$ cat config.mk
export PLATFORM = sky130hd
export DESIGN_NAME = pattern_sequencer
export DESIGN_NICKNAME = d
export VERILOG_FILES = /design/src/rtl/pattern_sequencer.sv
export SDC_FILE = /design/constraint.sdc
export NUM_CORES = 1
export LEC_CHECK = 0
export CORE_ASPECT_RATIO = 1.25
export CORE_MARGIN = 2
export CORE_UTILIZATION = 40
export CTS_CLUSTER_DIAMETER = 30
export DETAILED_ROUTE_END_ITERATION = 12
export GPL_TIMING_DRIVEN = 1
export PLACE_DENSITY = 0.81
export SLEW_MARGIN = 25
export SYNTH_ARGS = -nofsm -noshare
export SYNTH_HDL_FRONTEND = slang
export SYNTH_SLANG_ARGS = --single-unit
$ cat constraint.sdc
create_clock -name clk -period 1.65 [get_ports clk]
set_input_delay 0.2475 -clock clk [delete_from_list [all_inputs] [get_ports clk]]
set_output_delay 0.2475 -clock clk [all_outputs]
set_load 0.01 [all_outputs]
$ cat src/rtl/pattern_sequencer.sv
// pattern_sequencer: exhaustive pattern generator with MISR response compaction
//   clk       - clock, rising edge
//   rst       - asynchronous active-high reset
//   start     - one-cycle request to run a full pattern pass
//   abort     - synchronous cancel of a running pass
//   golden    - expected signature, sampled as the pass completes
//   pattin    - pattern to the gate under test (bit NIN-1 is its first input)
//   pattout   - combinational response of the gate under test
//   busy      - pass running
//   done      - completed pass result held
//   pass      - final signature matched golden (valid with done)
//   signature - current MISR contents
module pattern_sequencer #(
   parameter int NIN = 2,
   parameter int SIGW = 8,
   parameter logic [SIGW-1:0] POLY = 8'h1D
) (
   input  logic            clk,
   input  logic            rst,
   input  logic            start,
   input  logic            abort,
   input  logic [SIGW-1:0] golden,
   output logic [NIN-1:0]  pattin,
   input  logic            pattout,
   output logic            busy,
   output logic            done,
   output logic            pass,
   output logic [SIGW-1:0] signature
);
   typedef enum logic [1:0] {IDLE, APPLY, CAPTURE, DONE} state_t;
   localparam logic [NIN-1:0] LAST = '1;
   state_t state, state_n;
   logic [NIN-1:0] pattin_n;
   logic [SIGW-1:0] sig_n, sig_step;
   logic pass_n;
   assign busy = (state == APPLY) || (state == CAPTURE);
   assign done = state == DONE;
   assign sig_step = {signature[SIGW-2:0], 1'b0} ^ (signature[SIGW-1] ? POLY : '0)
                   ^ {{(SIGW-1){1'b0}}, pattout};
   always_ff @(posedge clk or posedge rst) begin
      if (rst) begin
         state <= IDLE;
         pattin <= '0;
         signature <= '0;
         pass <= 1'b0;
      end else begin
         state <= state_n;
         pattin <= pattin_n;
         signature <= sig_n;
         pass <= pass_n;
      end
   end
   always_comb begin
      state_n = state;
      pattin_n = pattin;
      sig_n = signature;
      pass_n = pass;
      case (state)
         IDLE, DONE: if (start) begin
            state_n = APPLY;
            pattin_n = '0;
            sig_n = '0;
            pass_n = 1'b0;
         end
         APPLY: state_n = CAPTURE;
         CAPTURE: begin
            sig_n = sig_step;
            if (pattin == LAST) begin
               state_n = DONE;
               pass_n = sig_step == golden;
            end else begin
               state_n = APPLY;
               pattin_n = pattin + 1'b1;
            end
         end
         default: state_n = IDLE;
      endcase
      // abort overrides whatever the running pass would have done this edge
      if (abort && busy) begin
         state_n = IDLE;
         pattin_n = '0;
         sig_n = '0;
         pass_n = 1'b0;
      end
   end
endmodule

## Word-level counts from Yosys, hierarchy flattened

Index checks and enable logic that the tools add are counted.

| cells by class | value |
|---|---|
| add/sub/neg operators | 1 |
| $mul | 0 |
| div/mod/pow operators | 0 |
| magnitude comparators | 0 |
| eq/ne operators | 8 |
| shift operators | 0 |
| multiplexer cells | 16 |
| bitwise logic cells | 2 |
| reduce and logical (&&, ||, !) cells | 8 |

Operators with widths:

| kind | count |
|---|---|
| 2-to-1 mux 8 bit | 2 |
| case mux 8 bit (2 select lines) | 1 |
| 2-to-1 mux 2 bit | 6 |
| == test 8 bit | 1 |
| bitwise XOR 8 x 1 -> 8 bit | 1 |
| bitwise XOR 8 x 5 -> 8 bit | 1 |
| == test 2 bit (second input constant) | 3 |
| case mux 2 bit (3 select lines) | 1 |
| AND reduction 3 bit | 2 |
| 2-to-1 mux 5 bit | 1 |
| case mux 2 bit (2 select lines) | 1 |
| 2-to-1 mux 1 bit | 3 |
| inequality test 3 x 1 -> 1 bit (second input constant) | 1 |
| inequality test 3 x 2 -> 1 bit (second input constant) | 1 |
| inequality test 3 bit (second input constant) | 1 |
| nonzero test 3 bit | 1 |
| adder 2 x 1 -> 2 bit (second input constant) | 1 |
| == test 2 x 1 -> 1 bit (second input constant) | 1 |
| zero test 2 bit | 1 |
| case mux 1 bit (2 select lines) | 1 |
| AND reduction 2 bit | 1 |
| OR reduction 2 bit | 1 |
| logical AND 1 bit | 1 |
| logical OR 1 bit | 1 |

| word-level totals | value |
|---|---|
| flip-flop bits (word level) | 13 |
| latch bits | 0 |
| RAM bits | 0 |
| bits in read-only memories | 0 |
| input port bits | 13 |
| output and inout bits | 13 |
| logic and storage cells | 39 |
| memories | 0 |

## Depth between registers and ports, before layout

| depth | value |
|---|---|
| depth in word-level cells | 7 |
| gate-level depth with buffers | 7 |
| depth with buffers taken out | 6 |

## Worst setup path after synthesis

Ideal clock, no wire load.

| timing path | value |
|---|---|
| path kind | register to register |
| start | reg state[0] |
| end | reg pattin[1] |
| setup time | 82 ps |
| arrival time | 1498 ps |
| required time | 1568 ps |
| path slack | 70 ps |
| cell stages (with the launch flop) | 7 |
| buffers on the path | 0 |
| period minus slack after synthesis | 1580 ps |
| path through | dfrtp_1 inv_1 ha_1 nand2b_1 o21ai_4 or3_1 o22ai_1 |

| on the way | value |
|---|---|
| cells in the longest elaborated chain, start to end | 5 |
| elaborated cells between the ends (all ways) | 13 |
| those cells by class | eq/ne: 5; mux: 2; reduce/logical: 6 |

Ends and longest elaborated chain:

| what | RTL line | RTL |
|---|---|---|
| from (decl) | 32 | `state_t state, state_n;` |
| from (signal assigned) | 47 | `state <= state_n;` |
| == test 2 x 1 -> 1 bit / == test 2 bit (equally long branches) | 36, 58 |  |
| logical OR 1 bit | 36 | `assign busy = (state == APPLY) \|\| (state == CAPTURE);` |
| logical AND 1 bit | 79 | `if (abort && busy) begin` |
| inequality test 3 x 2 -> 1 bit (no line) (tied with other cells) | - |  |
| AND reduction 3 bit (no line) | - |  |
| to (signal assigned) | 48 | `pattin <= pattin_n;` |
| to (decl) | 23 | `output logic [NIN-1:0] pattin,` |

Several ways; a longest one is shown, not always the timed one.
A chain may end at the register's enable or synchronous reset.

## Final worst setup path

Same ends and word-level chain as after synthesis.

==> results.yml <==
synthesis:
  synth_cells: 83
  synth_warnings: 0
  synth_area_um2: 787.0
  avgSynthCellArea_um2: 9.482
  ys_seq_elements: 13
  ys_seq_area_share_pct: 41.34
  syn_nets: 100
  yosysUniqueCellTypes: 23
timing:
  finalCritPeriodShare_pct: 94.70
  fin_skew_ns: 0.003013
  tightestPinTransition_ns: 0.4644
  slew_violations: 0
  fin_crit_ns: 1.563
  report.final.hold_viol_count: 0
  slew_headroom_pct: 69.00
  setup_viol: 0
  tns_ns: 0
  max_freq_ghz: 0.6400
floorplanning:
  core_area_mm2: 0.001808
  die_area_mm2: 0.002341
  fp.dieW_um: 43.68
  rows: 17
  initial_core_util_pct: 43.53
  ios: 26
  die_h_um: 53.59
clocking:
  h-tree-depth: 1
  clk_latency_ns: 0.27
  numCtsBuffers: 3
  root_buffer: "clkbuf_4"
  clk_pin_slew_ns: 0.08
  cts_hold_buf: 0
  clock_sinks: 13
  clockBufferDepth: 2
  cts_tree: "built"
worst_setup_path:
  r2r_cells: 6
  required_ns: 1.84
  worstReg2RegEnd: "pattin[1]"
  crit_type: "reg -> reg"
  critPathCaptureType: "flip-flop"
  reg2reg_from: "state[0]"
  ff2ff_setup_slack_ns: 0.09
  worst-endpoint-arrival_ns: 1.75
  start_kind: "flip-flop"
  cp_max_fo: 5
placement:
  dp_hpwl_mm: 1.465
  gp_congestion: 0.7900
  port_buffers: 25
power:
  ir_worst_vdd_uv: 741.0
  total_power_mw: 1.230
  power.density_mw_per_mm2: 1062
  p_leak_nw: 0.4827
detailed_routing:
  wire_per_inst_um: 13.40
  firstDrtPassIters: 4
  antenna_left: 0
  drcViolationCount: 0
  routed-via-count: 727
  drtIter0Drc: 13
  avgViaCountPerCell: 5.307
  wirelength_mm: 1.836
final_layout:
  finalNetCount: 136
  drive_gt1_share_pct: 13.56
  antenna_cells: 0
  syn2layout_area_growth_pct: 47.06
hold_path:
  hp-class: "in -> async"
status:
  outcome: "completed"
global_routing:
  first_global_vias: 673
  grt.overflow.total: 0
  grt.total_usage_pct: 18.18
  antenna_found_initial: 0
  grt_max_degree: 17
  grt_pass1_wl_mm: 3.084
job:
  cap_violations: 0
-- power breakdown --
part           switching, mW  total, mW  internal (mW)
clock                  0.102      0.195         0.0937
sequential            0.0356      0.389          0.354
combinational          0.321      0.645          0.324
-- repair_timing --
item	4_1_cts	5_1_grt
pin swaps	0	1
setup endpoints to repair	3	5
buffers inserted	0	2
gates resized for setup	3	3
-- critical path, cell delays in order, from the launching register on --
cell     delay (ns)
dfrtp_1        0.39
inv_2          0.06
ha_4           0.30
or2_4          0.13
o21ai_4        0.05
or3_1          0.38
o22ai_1        0.16
-- cells in the mapped netlist, drive strengths merged --
| master | instances | share of area (%) |
|---|---|---|
| and2 | 1 | 0.80 |
| a21oi | 4 | 2.5 |
| nor4 | 1 | 0.80 |
| nand2b | 3 | 2.4 |
| inv | 6 | 2.9 |
| or3 | 1 | 0.80 |
| o31ai | 5 | 4.8 |
| mux2i | 2 | 2.5 |
| nand2 | 14 | 6.7 |
| nand3 | 1 | 0.64 |
| o22ai | 1 | 0.80 |
| o21ai | 7 | 5.9 |
| or2 | 1 | 1.1 |
| nand4 | 2 | 1.6 |
| xnor2 | 12 | 13 |
| ha | 4 | 6.4 |
| a2bb2oi | 1 | 1.1 |
| dfrtp | 13 | 41 |
| buf | 2 | 1.6 |
| o32ai | 1 | 1.1 |
| or2b | 1 | 0.95 |
-- metrics by stage --
step,std cells,util [%],hold WS [ns],setup WS [ns],cell area (µm²)
after floorplan,83,-,0.1245,0.07000,787.0
after global placement,131,60.48,0.4937,0.05654,1094
after detailed placement,131,60.48,0.5128,-0.02130,1094
after CTS,135,62.56,0.2989,0.01750,1131
after global routing,137,64.01,0.3627,-0.01275,1157
final,137,64.01,0.2866,0.08743,1157
-- layout by cell type (no fill, tap or decap), types with 2 or more instances in the layout --
cell and count:
nand4_1 2, inv_1 5, xnor2_1 12, dfrtp_1 13, buf_4 8, o21ai_0 6, nand2b_1 2, a21oi_1 4
o31ai_1 5, clkbuf_4 3, mux2i_1 2, ha_1 3, nand2_1 14, clkdlybuf4s50_1 23
-- per-layer routing --
layer,global-route usage [%],vias up,wire length [µm]
li1,-,356,-
met1,22.34,349,772
met2,30.64,20,966
met3,1.007,2,70
met4,12.12,0,27
met5,0,-,0
-- cells by family after synthesis --
group,Yosys count,synth area share (%)
flip-flops,13,41.34
AO/OA/AOI/OAI,19,16.22
AND/OR/NAND/NOR,25,15.74
XOR/XNOR,12,13.35
multiplexers,2,2.544
adder cells (fa/ha/maj),4,6.360
buffers and inverters,8,4.451
-- flip-flops by register name (all words and copies together) (netlist names) --
signal,count
state,2
pass,1
signature,8
pattin,2
-- final cells by class --
cell class	instances	area (µm²)
Sequential cell	13	325.3
Fill cell	147	650.6
Timing Repair Buffer	33	312.8
Tap cell	19	23.77
Multi-Input combinational cell	62	446.7
Clock buffer	4	26.28
Inverter	6	22.52
-- worst max-delay path by stage --
stage                   from   endpoint  slack, ns  depth (start not counted)
finish              state[0]  pattin[1]       0.09                          6
global route        state[0]  pattin[1]      -0.01                          6
CTS                 state[1]       done       0.02                          2
detailed placement  state[0]  pattin[1]      -0.02                          6
global placement    state[0]       busy       0.06                          4
floorplan           state[0]  pattin[1]       0.07                          6
(Power assumes the default switching activity.)
